### config.mk
export PLATFORM = sky130hd
export DESIGN_NAME = taintcell_mem_shadow
export DESIGN_NICKNAME = d
export VERILOG_FILES = /design/src/rtl/taint_pkg.sv /design/src/rtl/taint_popcount.sv /design/src/rtl/taintcell_mem_shadow.sv
export SDC_FILE = /design/constraint.sdc
export NUM_CORES = 1
export LEC_CHECK = 0
export CAP_MARGIN = 30
export CORE_MARGIN = 4
export CORE_UTILIZATION = 48
export CTS_CLUSTER_SIZE = 10
export DETAILED_ROUTE_END_ITERATION = 10
export GPL_ROUTABILITY_DRIVEN = 0
export PLACE_DENSITY_LB_ADDON = 0.15
export SYNTH_ARGS = -nofsm -noshare
export SYNTH_HDL_FRONTEND = slang
export SYNTH_HIERARCHICAL = 1
export SYNTH_SLANG_ARGS = --single-unit
### constraint.sdc
create_clock -name pos_clk -period 17.6 [get_ports pos_clk]
set_input_delay 3.52 -clock pos_clk [delete_from_list [all_inputs] [get_ports pos_clk]]
set_output_delay 3.52 -clock pos_clk [all_outputs]
set_load 0.005 [all_outputs]
### src/rtl/taint_pkg.sv
// Shared helpers for the shadow-taint memory: alias matching and population count.
package taint_pkg;

  // Default address width; the top recomputes its own counter width from ABITS.
  localparam int unsigned DefAbits = 4;
  localparam int unsigned CNT_W = DefAbits + 1;

  // Widest vector popcount() accepts; callers zero-extend into it.
  localparam int unsigned PopMaxBits = 256;

  // Row r can be reached by address a whose tainted bits t are unknown.
  function automatic logic alias_match(input int unsigned r, input int unsigned a,
                                       input int unsigned t);
    return ((r ^ a) & ~t) == 32'd0;
  endfunction

  function automatic int unsigned popcount(input logic [PopMaxBits-1:0] vec);
    int unsigned cnt;
    cnt = 0;
    for (int i = 0; i < PopMaxBits; i++) begin
      cnt += 32'(vec[i]);
    end
    return cnt;
  endfunction

endpackage

### src/rtl/taint_popcount.sv
// Combinational count of set bits in an N-bit vector.
module taint_popcount
  import taint_pkg::*;
#(
  parameter int unsigned N  = 16,
  parameter int unsigned CW = CNT_W
) (
  input  logic [N-1:0]  vec_i,
  output logic [CW-1:0] cnt_o
);

  logic [PopMaxBits-1:0] vec_ext;

  // Zero-extend into the fixed-width helper and narrow the result.
  always_comb begin
    vec_ext        = '0;
    vec_ext[N-1:0] = vec_i;
    cnt_o          = CW'(popcount(vec_ext));
  end

endmodule

### src/rtl/taintcell_mem_shadow.sv
// Shadow-taint RAM: one taint bit per data bit, multi-port, alias-conservative writes,
// synchronous clear and a registered count of tainted rows.
module taintcell_mem_shadow
  import taint_pkg::*;
#(
  parameter int unsigned         WIDTH          = 8,
  parameter int unsigned         SIZE           = 16,
  parameter int unsigned         ABITS          = 4,
  parameter int unsigned         RD_PORTS       = 2,
  parameter int unsigned         WR_PORTS       = 1,
  parameter logic [RD_PORTS-1:0] RD_TRANSPARENT = '0
) (
  input  logic                         pos_clk,
  input  logic                         pos_arst,
  input  logic                         clr,
  input  logic [RD_PORTS-1:0]          rd_en,
  input  logic [RD_PORTS-1:0]          rd_en_taint,
  input  logic [RD_PORTS*ABITS-1:0]    rd_addr,
  input  logic [RD_PORTS*ABITS-1:0]    rd_addr_taint,
  output logic [RD_PORTS*WIDTH-1:0]    rd_data_taint,
  input  logic [WR_PORTS*WIDTH-1:0]    wr_en,
  input  logic [WR_PORTS*WIDTH-1:0]    wr_en_taint,
  input  logic [WR_PORTS*ABITS-1:0]    wr_addr,
  input  logic [WR_PORTS*ABITS-1:0]    wr_addr_taint,
  input  logic [WR_PORTS*WIDTH-1:0]    wr_data_taint,
  output logic [ABITS:0]               taint_sum,
  output logic                         taint_any
);

  localparam int unsigned CntW = ABITS + 1;

  // Unpacked per-port views of the flat buses.
  logic [ABITS-1:0] wa   [WR_PORTS];
  logic [ABITS-1:0] wt   [WR_PORTS];
  logic [WIDTH-1:0] we   [WR_PORTS];
  logic [WIDTH-1:0] wet  [WR_PORTS];
  logic [WIDTH-1:0] wdt  [WR_PORTS];
  logic [ABITS-1:0] ra   [RD_PORTS];
  logic [ABITS-1:0] rt   [RD_PORTS];

  logic [WIDTH-1:0] mem_q  [SIZE];
  logic [WIDTH-1:0] mem_d  [SIZE];
  logic [WIDTH-1:0] wr_hit [SIZE];
  logic [WIDTH-1:0] wr_val [SIZE];
  logic [SIZE-1:0]  row_nz;

  logic [RD_PORTS*WIDTH-1:0] rd_q;
  logic [CntW-1:0]           sum_d, sum_q;
  logic                      any_q;

  // Split flat port buses into per-port arrays.
  always_comb begin
    for (int p = 0; p < WR_PORTS; p++) begin
      wa[p]  = wr_addr[p*ABITS +: ABITS];
      wt[p]  = wr_addr_taint[p*ABITS +: ABITS];
      we[p]  = wr_en[p*WIDTH +: WIDTH];
      wet[p] = wr_en_taint[p*WIDTH +: WIDTH];
      wdt[p] = wr_data_taint[p*WIDTH +: WIDTH];
    end
    for (int i = 0; i < RD_PORTS; i++) begin
      ra[i] = rd_addr[i*ABITS +: ABITS];
      rt[i] = rd_addr_taint[i*ABITS +: ABITS];
    end
  end

  // Post-write row contents: every port's effect on a bit is ORed, no port has priority.
  always_comb begin
    for (int unsigned r = 0; r < SIZE; r++) begin
      wr_hit[r] = '0;
      wr_val[r] = '0;
      for (int p = 0; p < WR_PORTS; p++) begin
        if (32'(wa[p]) == r) begin
          // Exact row: an enabled bit takes the combined taint, a tainted disable forces 1.
          wr_hit[r] = wr_hit[r] | we[p] | wet[p];
          wr_val[r] = wr_val[r] | (we[p] & (wdt[p] | {WIDTH{|wt[p]}} | wet[p]))
                                | (~we[p] & wet[p]);
        end else if ((wt[p] != '0) && alias_match(r, 32'(wa[p]), 32'(wt[p]))) begin
          // A row the tainted address might have meant: any possible write taints it.
          wr_hit[r] = wr_hit[r] | we[p] | wet[p];
          wr_val[r] = wr_val[r] | we[p] | wet[p];
        end
      end
      mem_d[r]  = (wr_val[r] & wr_hit[r]) | (mem_q[r] & ~wr_hit[r]);
      row_nz[r] = |mem_d[r];
    end
  end

  taint_popcount #(
    .N  (SIZE),
    .CW (CntW)
  ) u_popcount (
    .vec_i (row_nz),
    .cnt_o (sum_d)
  );

  // Row storage; clr wins over any same-edge write.
  always_ff @(posedge pos_clk or posedge pos_arst) begin
    if (pos_arst) begin
      for (int r = 0; r < SIZE; r++) mem_q[r] <= '0;
    end else if (clr) begin
      for (int r = 0; r < SIZE; r++) mem_q[r] <= '0;
    end else begin
      for (int r = 0; r < SIZE; r++) mem_q[r] <= mem_d[r];
    end
  end

  // Registered read ports; tainted enable or address poisons the whole word.
  always_ff @(posedge pos_clk or posedge pos_arst) begin
    if (pos_arst) begin
      rd_q <= '0;
    end else if (clr) begin
      rd_q <= '0;
    end else begin
      for (int i = 0; i < RD_PORTS; i++) begin
        if (rd_en_taint[i]) begin
          rd_q[i*WIDTH +: WIDTH] <= '1;
        end else if (rd_en[i]) begin
          if (rt[i] != '0) begin
            rd_q[i*WIDTH +: WIDTH] <= '1;
          end else if (32'(ra[i]) >= SIZE) begin
            rd_q[i*WIDTH +: WIDTH] <= '0;
          end else if (RD_TRANSPARENT[i]) begin
            rd_q[i*WIDTH +: WIDTH] <= mem_d[ra[i]];
          end else begin
            rd_q[i*WIDTH +: WIDTH] <= mem_q[ra[i]];
          end
        end
      end
    end
  end

  // Tainted-row count tracks the contents written at the same edge.
  always_ff @(posedge pos_clk or posedge pos_arst) begin
    if (pos_arst) begin
      sum_q <= '0;
      any_q <= 1'b0;
    end else if (clr) begin
      sum_q <= '0;
      any_q <= 1'b0;
    end else begin
      sum_q <= sum_d;
      any_q <= (sum_d != '0);
    end
  end

  assign rd_data_taint = rd_q;
  assign taint_sum     = sum_q;
  assign taint_any     = any_q;

endmodule

==> results by group, run 1 <==
Place
  – HPWL Detailed: between 30000 and 40000 microns
  – Port Buffers: 76

Synthesis
  – Yosys top cell area share: 0.357
  – Post-synthesis mux area share: 0.132
  – Dominant combinational cell family by area after synthesis: compound AO/OA/AOI/OAI gates
  – Yosys warns: 6
  – Synth async-reset ratio: 1.00
  – Syn_nets: 1242
  – Avg Cell Area, Syn: ~9 sq um
  – Post-Synth Simple-Gate Area: 0.191
  – Synth Flop Type: dfrtp_1
  – Cells after Synth: approximately 1200
  – Synth Area in Adders: 0.0317
  – Sequential fraction of the synthesis area: 0.357
  – Post-synth EDFFs: 0
  – Synthesis-stage register bit count: 150
  – Area contributors post-synth: dfrtp_1 (36%), mux4_2 (9.0%), a21oi_1 (6.2%)
  – Post-Synth XOR/XNOR Area: 0.00167
  – Post-synth top area cell: dfrtp_1
  – Post-synthesis cell area: between 10000 and 15000 sq um
  – Distinct cells, synth: 73
  – Compound-Gate Fraction of Synth Area: 0.238

Critical path
  – Worst R2R Path Depth: 17
  – Crit path capture type: flip-flop
  – Crit Path Max Fanout: 21
  – Startpoint Class: primary input
  – CP Data Arrival Time: ~11 ns
  – Setup CP Type: primary input to flip-flop
  – Critical Path RT: 17.90 ns

Route
  – WL final: around 43000 microns
  – Vias per cell: 7.19
  – Vias: 10700
  – First-pass DRT Iterations: 7
  – Antenna viol nets, final: 0
  – Initial drt markers: about 1900
  – DR WL/cell: 28.8 microns
  – # DRC: 0

Worst hold path
  – Hold Path Cell Cnt: 1
  – HP Class: flip-flop to flip-flop

Final layout
  – Nets: 1269
  – Ant. Diodes: 0
  – Share of post-route cells with drive strength above 1: 0.102
  – Leading cell type in the layout, fill and taps excluded: dfrtp_1
  – Multi-input logic area: between 6000 and 7000 sq um
  – Commonest cells after routing, fill and taps aside: dfrtp_1 (150), a21oi_1 (130), nor2_1 (117)
  – Layout area overhead: 14.3%
  – Fillers: roughly 1900
  – Sequential Area: 3750 sq um

Timing
  – Hold Vio Cnt, Final: 0
  – Slew HR: 0.313
  – Period utilization: 0.599
  – RSZ-0062 raised after global routing: no
  – Fmax: around 95 MHz
  – Slew @ Worst Pin: about 1.0 ns
  – Setup violations, final: 0
  – Clock Skew: 0.00781 ns
  – Hold_ws: roughly 0.49 ns
  – Setup TNS: 0 ns
  – Min cycle time layout: 10.54 ns
  – Final slew viol count: 0

Status
  – Status: completed

Floorplan
  – Initial Util: 0.494
  – Site row count: between 50 and 60
  – I/O pins: slightly below 80
  – Die Span Y: ~160 microns
  – Die area: approximately 24000 sq um
  – Core ar.: roughly 21000 sq um
  – Die X: 156 microns

CTS
  – CTS sink cnt: 150
  – H-Tree Depth: 4
  – TritonCTS buffer count: 17
  – CTS Buffer Depth: 2
  – Post-CTS Setup Inserts: 0
  – Skew-Pair Late Insertion Delay: 0.44 ns
  – Post-CTS resize count: 0
  – Hold buffer count at CTS: 0
  – Clock-pin slew on the worst setup and hold paths: 0.06 ns
  – Clock Tree Root: clkbuf_16
  – TritonCTS clock tree: built

GRT
  – Initial antenna violation count: 0
  – All-Layer GR Usage: 0.351
  – First-pass GRT wire length: between 60000 and 70000 microns
  – Largest net degree at the start of global routing: 88
  – Overflow after GRT: 0
  – Vias in the first global route: 10200

Power and ir drop
  – Pwr Density: 89.8 nW/um^2
  – Peak VDD IR: between 0.00007 and 0.00008 V
  – Pleak: slightly below 5 nW

Flow run
  – Max-cap viol count: 0
==> critical path, cell delays in order <==
cell             delay, ns
clkdlybuf4s50_1       0.88
nor2b_1               0.62
nor2_1                0.27
a21o_1                0.33
a21oi_1               0.23
o22ai_1               0.10
or4_1                 0.57
fa_1                  0.53
ha_1                  0.32
inv_1                 0.09
fa_1                  0.51
fa_1                  0.53
fa_1                  0.52
fa_1                  0.52
fa_1                  0.47
fa_1                  0.41
xnor2_1               0.15
nor3_1                0.17
a21oi_1               0.09
==> cell usage after synthesis (all sizes together), types with 24 or more instances <==
library cell  instances
nor3                 51
o22ai                51
dfrtp               150
nor2                117
mux4                 42
o21ai                52
clkbuf               70
buf                  24
a21oi               130
a211oi               45
and2                 29
mux2i                44
nand2                76
inv                  32
==> flip-flops by register name, indices dropped and copies added (netlist names) <==
name and flops:
taint_sum 5, rd_data_taint 16, taint_any 1, mem_q 128
==> worst paths after layout <==
| check | start | endpoint | slack, ns |
|---|---|---|---|
| min in group asynchronous | pos_arst | mem_q[110]$_DFF_PP0_ | 3.60 |
| worst max-delay path | wr_addr[2] | taint_any$_DFF_PP0_ | 7.06 |
| worst min register to register | rd_data_taint[2]$_DFFE_PP0P_ | rd_data_taint[2]$_DFFE_PP0P_ | 0.49 |
| worst max register to register | mem_q[118]$_DFF_PP0_ | taint_any$_DFF_PP0_ | 11.31 |
| worst min-delay path | rd_data_taint[2]$_DFFE_PP0P_ | rd_data_taint[2]$_DFFE_PP0P_ | 0.49 |
| max in group asynchronous | pos_arst | mem_q[95]$_DFF_PP0_ | 12.60 |
==> logic make-up (layout without fill, tap and decap cells) <==
| family | Yosys count | count (layout) |
|---|---|---|
| mux | 86 | 86 |
| flops | 150 | 150 |
| xor+xnor | 2 | 2 |
| fa+ha+maj | 20 | 20 |
| simple gates | 394 | 394 |
| compound gates | 389 | 389 |
| buf+inv | 126 | 165 |
==> per-stage QoR <==
stage | worst slack [ns] | instance area [sq um] | util | std cells | total power [mW]
finish | 7.06 | 12000 | 0.564 | 1481 | 1.08
global route | 6.71 | 12000 | 0.564 | 1481 | 1.12
CTS | 7.15 | 12000 | 0.564 | 1480 | 1.07
detailed placement | 6.72 | 11400 | 0.536 | 1449 | 0.692
global placement | 6.83 | 11400 | 0.535 | 1448 | 0.689
floorplan | 7.88 | 10500 | - | 1167 | 0.587
==> cell type report <==
cell class,instances,area share
multi-input cells,891,0.520
flip-flops and latches,150,0.313
repair buffers,102,0.0783
clock buffers,19,0.0377
well taps,275,0.0286
clock inverters,12,0.0127
inverters,32,0.0104
==> layer usage <==
metal / vias up / GRT usage / part of all wire / wire, microns
met5: - / 0 / 0 / 0
met4: 0 / 0.214 / 0.073 / 3130
met3: 227 / 0.107 / 0.14 / 5930
met2: 897 / 0.515 / 0.42 / 18100
met1: 5046 / 0.456 / 0.36 / 15500
li1: 4480 / - / - / -
==> power breakdown <==
part	switching [mW]	leakage, nW	internal [mW]
logic	0.161	2.72	0.121
clock network	0.151	0.299	0.230
registers	0.0375	1.95	0.378
total	0.350	4.97	0.729
No activity file was read; power rests on OpenSTA's default activity.
==> run 2, diff against run 1 <==
- clock period: 17.6 -> 10.5 ns (I/O delays scaled with it)
==> results by group, run 2 (synthesis gave the netlist of run 1 again) <==
Final layout
  – Layout area overhead: 15.4%
  – Leading cell type in the layout, fill and taps excluded: dfrtp_1
  – Ant. Diodes: 0 (unchanged)
  – Nets: 1284 (+1.2%)
  – Top register by number of flip-flops: mem_q
  – Largest register FFs: 128 (unchanged)
  – Share of post-route cells with drive strength above 1: 0.112 (+0.0101)
  – Commonest cells after routing, fill and taps aside: dfrtp_1 (150), a21oi_1 (130), nor2_1 (117)

Timing
  – Final worst setup slack: 1.23 ns (-5.83 ns)
  – Setup TNS: 0 ns (unchanged)
  – Slew HR: 0.274 (-0.0390)
  – Clock Skew: 0.00862 ns (+0.000807 ns)
  – Hold Vio Cnt, Final: 0 (unchanged)
  – Final slew viol count: 0 (unchanged)
  – RSZ-0062 raised after global routing: no
  – Slew @ Worst Pin: 1.09 ns (+0.0674 ns)
  – Fmax: 108 MHz
  – Setup violations, final: 0 (unchanged)
  – Period utilization: 0.883
  – Min cycle time layout: about 9.3 ns

GRT
  – Met3 Usage GRT: 0.102 (-0.00555)
  – Met2 GRT Util: 0.519 (+0.00411)
  – Largest net degree at the start of global routing: 80 (-9.1%)
  – All-Layer GR Usage: 0.356 (+0.00509)
  – Vias in the first global route: 10300 (+1.0%)
  – First-pass GRT wire length: 64900 microns (+1.9%)
  – Overflow after GRT: 0 (unchanged)
  – Initial antenna violation count: 0 (unchanged)
  – Gr busiest metal: met2
  – GRT met1 Usage: 0.480 (+0.0245)

Floorplan
  – Core ar.: 21300 sq um (unchanged)
  – Die area: 24300 sq um (unchanged)
  – I/O pins: 77 (unchanged)
  – Die Span Y: 156 microns (unchanged)
  – Die X: 156 microns (unchanged)
  – Site row count: 53 (unchanged)
  – Initial Util: 0.494 (unchanged)

Flow run
  – Max-cap viol count: 0 (unchanged)

CTS
  – CTS Buffer Depth: 2 (unchanged)
  – Clock-pin slew on the worst setup and hold paths: 0.06 ns (about the same)
  – Skew-Pair Late Insertion Delay: 0.44 ns (about the same)
  – Post-CTS Setup Inserts: 0 (unchanged)
  – Post-CTS resize count: 0 (unchanged)
  – Hold buffer count at CTS: 0 (unchanged)
  – CTS sink cnt: 150 (unchanged)
  – TritonCTS clock tree: built
  – TritonCTS buffer count: 17 (unchanged)
  – H-Tree Depth: 4 (unchanged)
  – Clock Tree Root: clkbuf_16

Power and ir drop
  – Comb power frac: 0.265 (+0.004)
  – Pwr Density: 148 nW/um^2 (+65%)
  – Sw Ratio: 0.335 (+0.0105)
  – Clk network pwr share: 0.347 (-0.006)
  – Cell-internal power: 1.20 mW (+64%)
  – Pleak: 5.03 nW (+1.3%)
  – Sequential power share: 0.388 (+0.002)
  – Peak VDD IR: 0.000114 V (+61%)
  – Switching power: 0.602 mW (+72%)

Worst hold path
  – HP Class: flip-flop to flip-flop

Route
  – DR WL/cell: 29.2 microns (+1.1%)
  – Vias per cell: 7.26 (+0.99%)
  – Initial drt markers: 1751 (-7.0%)
  – # DRC: 0 (unchanged)
  – Antenna viol nets, final: 0 (unchanged)
  – WL final: 43600 microns (+2.2%)
  – Vias: 10900 (+2.1%)
  – First-pass DRT Iterations: 6 (-1)

Critical path
  – Crit Path Max Fanout: 19 (-9.5%)
  – Setup CP Type: primary input to flip-flop
  – Critical Path RT: 10.85 ns (-7.05 ns)
  – Startpoint Class: primary input
  – CP Data Arrival Time: 9.62 ns (-1.22 ns)
  – Crit path capture type: flip-flop

Place
  – Place WS: 0.918 ns (-5.80 ns)
  – HPWL Detailed: 31500 microns (+2.1%)
  – Port Buffers: 76 (unchanged)

Status
  – Status: completed
[run 2: changes by cell type in the layout (fill, tap and decap cells not counted), sizes merged]
cell,previous run,this run
clkinvlp,1,2
clkinv,7,6
clkbuf,19,21
bufinv,3,2
buf,29,44
[run 2: metrics by stage]
step	cells	utilization	area [sq um]	power (mW)	hold slack, ns
2_1_floorplan	1167	-	10500	0.984	0.484
3_3_place_gp	1462	0.540	11500	1.16	0.476
3_5_place_dp	1464	0.541	11500	1.16	0.479
4_1_cts	1496	0.568	12100	1.78	0.493
5_1_grt	1497	0.569	12100	1.86	0.515
6_report	1497	0.569	12100	1.80	0.491
[run 2: path summary, 6_finish.rpt]
kind	slack [ns]	to	startpoint	cells past startpoint
setup / recovery	1.23	taint_any$_DFF_PP0_	wr_addr_taint[0]	20
setup reg to reg	4.22	taint_any$_DFF_PP0_	mem_q[118]$_DFF_PP0_	19
hold reg to reg	0.49	rd_data_taint[3]$_DFFE_PP0P_	rd_data_taint[3]$_DFFE_PP0P_	1
min in group asynchronous	2.19	mem_q[122]$_DFF_PP0_	pos_arst	2
max in group asynchronous	7.30	mem_q[59]$_DFF_PP0_	pos_arst	4
hold / removal	0.49	rd_data_taint[3]$_DFFE_PP0P_	rd_data_taint[3]$_DFFE_PP0P_	1
[run 2: metal layers]
layer  part of all wire  wire [microns]
met1               0.36           15700
met2               0.43           18700
met3               0.15            6430
met4              0.065            2850
met5                  0               0
[run 2: final cells by class]
class	instances	area, sq um
Fill cell	1953	9170
Inverter	32	125
Multi-Input combinational cell	891	6250
Timing Repair Buffer	117	1070
Clock inverter	11	125
Clock buffer	21	450
Sequential cell	150	3750
Tap cell	275	344
[run 2: worst max-delay path, stage by stage]
cell             delay [ns]
clkdlybuf4s50_1        0.57
nor4_4                 0.92
nand2_1                0.56
a222oi_1               0.48
o21ai_1                0.10
or4_1                  0.50
fa_1                   0.51
ha_1                   0.31
inv_1                  0.09
fa_1                   0.51
fa_1                   0.52
fa_1                   0.52
fa_1                   0.51
fa_1                   0.47
fa_1                   0.43
inv_1                  0.09
a21oi_1                0.06
o21bai_1               0.17
nor2_1                 0.06
a21oi_1                0.12
[run 2: power by group through the flow]
stage / sequential (mW) / clock (mW) / combinational (mW)
3_5_place_dp: 0.704 / 0 / 0.461
2_1_floorplan: 0.679 / 0 / 0.305
4_1_cts: 0.693 / 0.619 / 0.464
3_3_place_gp: 0.702 / 0 / 0.455
5_1_grt: 0.702 / 0.645 / 0.511
6_report: 0.697 / 0.624 / 0.477
==> run 3, diff against run 2 <==
- PLACE_DENSITY: default -> 0.75
- PLACE_DENSITY_LB_ADDON: 0.15 -> default
- SKIP_CTS_REPAIR_TIMING: default -> 1
==> results by group, run 3 (synthesis gave the netlist of run 1 again) <==
Status
  – Status: completed

Route
  – Antenna viol nets, final: 0 (unchanged)
  – Vias: 11100 (+1.6%)
  – First-pass DRT Iterations: 7 (+1)
  – Vias per cell: 7.41 (+2.0%)
  – DR WL/cell: 29.1 microns (about the same)
  – Initial drt markers: 2355 (+34%)
  – WL final: 43500 microns (-0.36%)
  – # DRC: 0 (unchanged)

Worst hold path
  – HP Class: flip-flop to flip-flop
  – Hold Path Cell Cnt: 1 (unchanged)

Timing
  – Hold_ws: 0.489 ns (-0.00206 ns)
  – RSZ-0062 raised after global routing: no
  – Min cycle time layout: 9.12 ns (-0.144 ns)
  – Final worst setup slack: 1.38 ns (+0.144 ns)
  – Hold Vio Cnt, Final: 0 (unchanged)
  – Clock Skew: 0.00601 ns (-0.00261 ns)
  – Period utilization: 0.869 (-0.0138)
  – Setup violations, final: 0 (unchanged)
  – Slew HR: 0.265 (-0.00914)
  – Final slew viol count: 0 (unchanged)
  – Setup TNS: 0 ns (unchanged)
  – Slew @ Worst Pin: 1.09 ns (+0.00859 ns)
  – Fmax: 110 MHz (+1.6%)

Critical path
  – Crit path capture type: flip-flop
  – Startpoint Class: primary input
  – Crit Path Max Fanout: 21 (+2)
  – Worst R2R Path Depth: 17 (-2)
  – Critical Path RT: 10.77 ns (-0.08 ns)
  – Setup CP Type: primary input to flip-flop
  – CP Data Arrival Time: 9.40 ns (-0.22 ns)

Final layout
  – Leading cell type in the layout, fill and taps excluded: dfrtp_1
  – Commonest cells after routing, fill and taps aside: dfrtp_1 (150), a21oi_1 (130), nor2_1 (117)
  – Fillers: 1868 (-4.4%)
  – Multi-input logic area: 6250 sq um (about the same)
  – Nets: 1279 (-0.39%)
  – Ant. Diodes: 0 (unchanged)
  – Layout area overhead: 14.9%
  – Top register by number of flip-flops: mem_q
  – Sequential Area: 3750 sq um (unchanged)
  – Largest register FFs: 128 (unchanged)
  – Layout Cells excl Fill: 1492 (-0.33%)
  – Share of post-route cells with drive strength above 1: 0.110 (-0.00200)

Place
  – Port Buffers: 76 (unchanged)
  – HPWL Detailed: 30700 microns (-2.6%)
  – Placed cells: 1458 (-0.41%)
  – Place WS: 1.03 ns (+0.115 ns)

GRT
  – Largest net degree at the start of global routing: 96 (+20%)
  – Initial antenna violation count: 1 (+1)
  – All-Layer GR Usage: 0.357 (+0.000539)
  – First-pass GRT wire length: 64800 microns (-0.24%)
  – Vias in the first global route: 10500 (+2.4%)
  – Overflow after GRT: 0 (unchanged)

Power and ir drop
  – Pleak: 5.01 nW (-0.54%)
  – Pwr Density: 149 nW/um^2 (about the same)
  – Peak VDD IR: 0.000112 V (-1.7%)

CTS
  – CTS sink cnt: 150 (unchanged)
  – H-Tree Depth: 4 (unchanged)
  – Clock-pin slew on the worst setup and hold paths: 0.07 ns (about the same)
  – Clock Tree Root: clkbuf_16
  – TritonCTS clock tree: built
  – TritonCTS buffer count: 17 (unchanged)
  – CTS Buffer Depth: 2 (unchanged)
  – Skew-Pair Late Insertion Delay: 0.43 ns (about the same)

Floorplan
  – Initial Util: 0.494 (unchanged)
  – Core ar.: 21300 sq um (unchanged)
  – Die area: 24300 sq um (unchanged)
  – Die Span Y: 156 microns (unchanged)
  – I/O pins: 77 (unchanged)
  – Die X: 156 microns (unchanged)
  – Site row count: 53 (unchanged)

Flow run
  – Max-cap viol count: 0 (unchanged)
-- run 3: changes by cell type in the layout (fill, tap and decap cells not counted), moves of 2 or more --
cell      change
inv_8         +2
inv_6         +4
buf_4         -6
clkbuf_1      -3
-- run 3: layer usage --
metal | wire length [microns] | GRT usage | share of wire
met5 | 18 | 0 | 0.00041
met4 | 3350 | 0.211 | 0.077
met3 | 7240 | 0.150 | 0.17
met2 | 18200 | 0.516 | 0.42
met1 | 14700 | 0.446 | 0.34
-- run 3: cell type report --
class                           count  area share
Timing Repair Buffer              112      0.0840
Clock inverter                     14      0.0115
Clock buffer                       18      0.0364
Multi-Input combinational cell    891       0.518
Tap cell                          275      0.0285
Inverter                           32      0.0104
Sequential cell                   150       0.311
-- run 3: worst paths after layout --
path	from	end	slack, ns
max	wr_addr[2]	taint_any$_DFF_PP0_	1.38
min	rd_data_taint[2]$_DFFE_PP0P_	rd_data_taint[2]$_DFFE_PP0P_	0.49
max reg2reg	mem_q[118]$_DFF_PP0_	taint_any$_DFF_PP0_	4.30
min reg2reg	rd_data_taint[2]$_DFFE_PP0P_	rd_data_taint[2]$_DFFE_PP0P_	0.49
max in group asynchronous	pos_arst	mem_q[85]$_DFF_PP0_	6.98
min in group asynchronous	pos_arst	mem_q[126]$_DFF_PP0_	2.23
-- run 3: critical path, cell delays in order --
cell,delay [ns]
clkdlybuf4s50_1,0.84
nor2b_1,0.62
nor2_1,0.28
a21o_1,0.35
a21oi_1,0.23
o22ai_1,0.11
or4_1,0.57
fa_1,0.46
ha_1,0.30
inv_1,0.10
fa_1,0.53
fa_1,0.53
fa_1,0.52
fa_1,0.52
fa_1,0.48
fa_1,0.42
xnor2_1,0.15
nor3_1,0.18
a21oi_1,0.10
-- run 3: where the power goes --
| group | internal, mW | total, mW | switching, mW |
|---|---|---|---|
| combinational | 0.204 | 0.479 | 0.275 |
| clock | 0.339 | 0.615 | 0.275 |
| sequential | 0.634 | 0.699 | 0.0646 |
| total | 1.18 | 1.79 | 0.615 |
-- run 3: stage by stage --
stage / cell area, sq um / power, mW / util
CTS: 12000 / 1.76 / 0.566
detailed placement: 11500 / 1.16 / 0.539
floorplan: 10500 / 0.984 / -
global placement: 11500 / 1.15 / 0.538
finish: 12100 / 1.79 / 0.567
global route: 12100 / 1.85 / 0.567
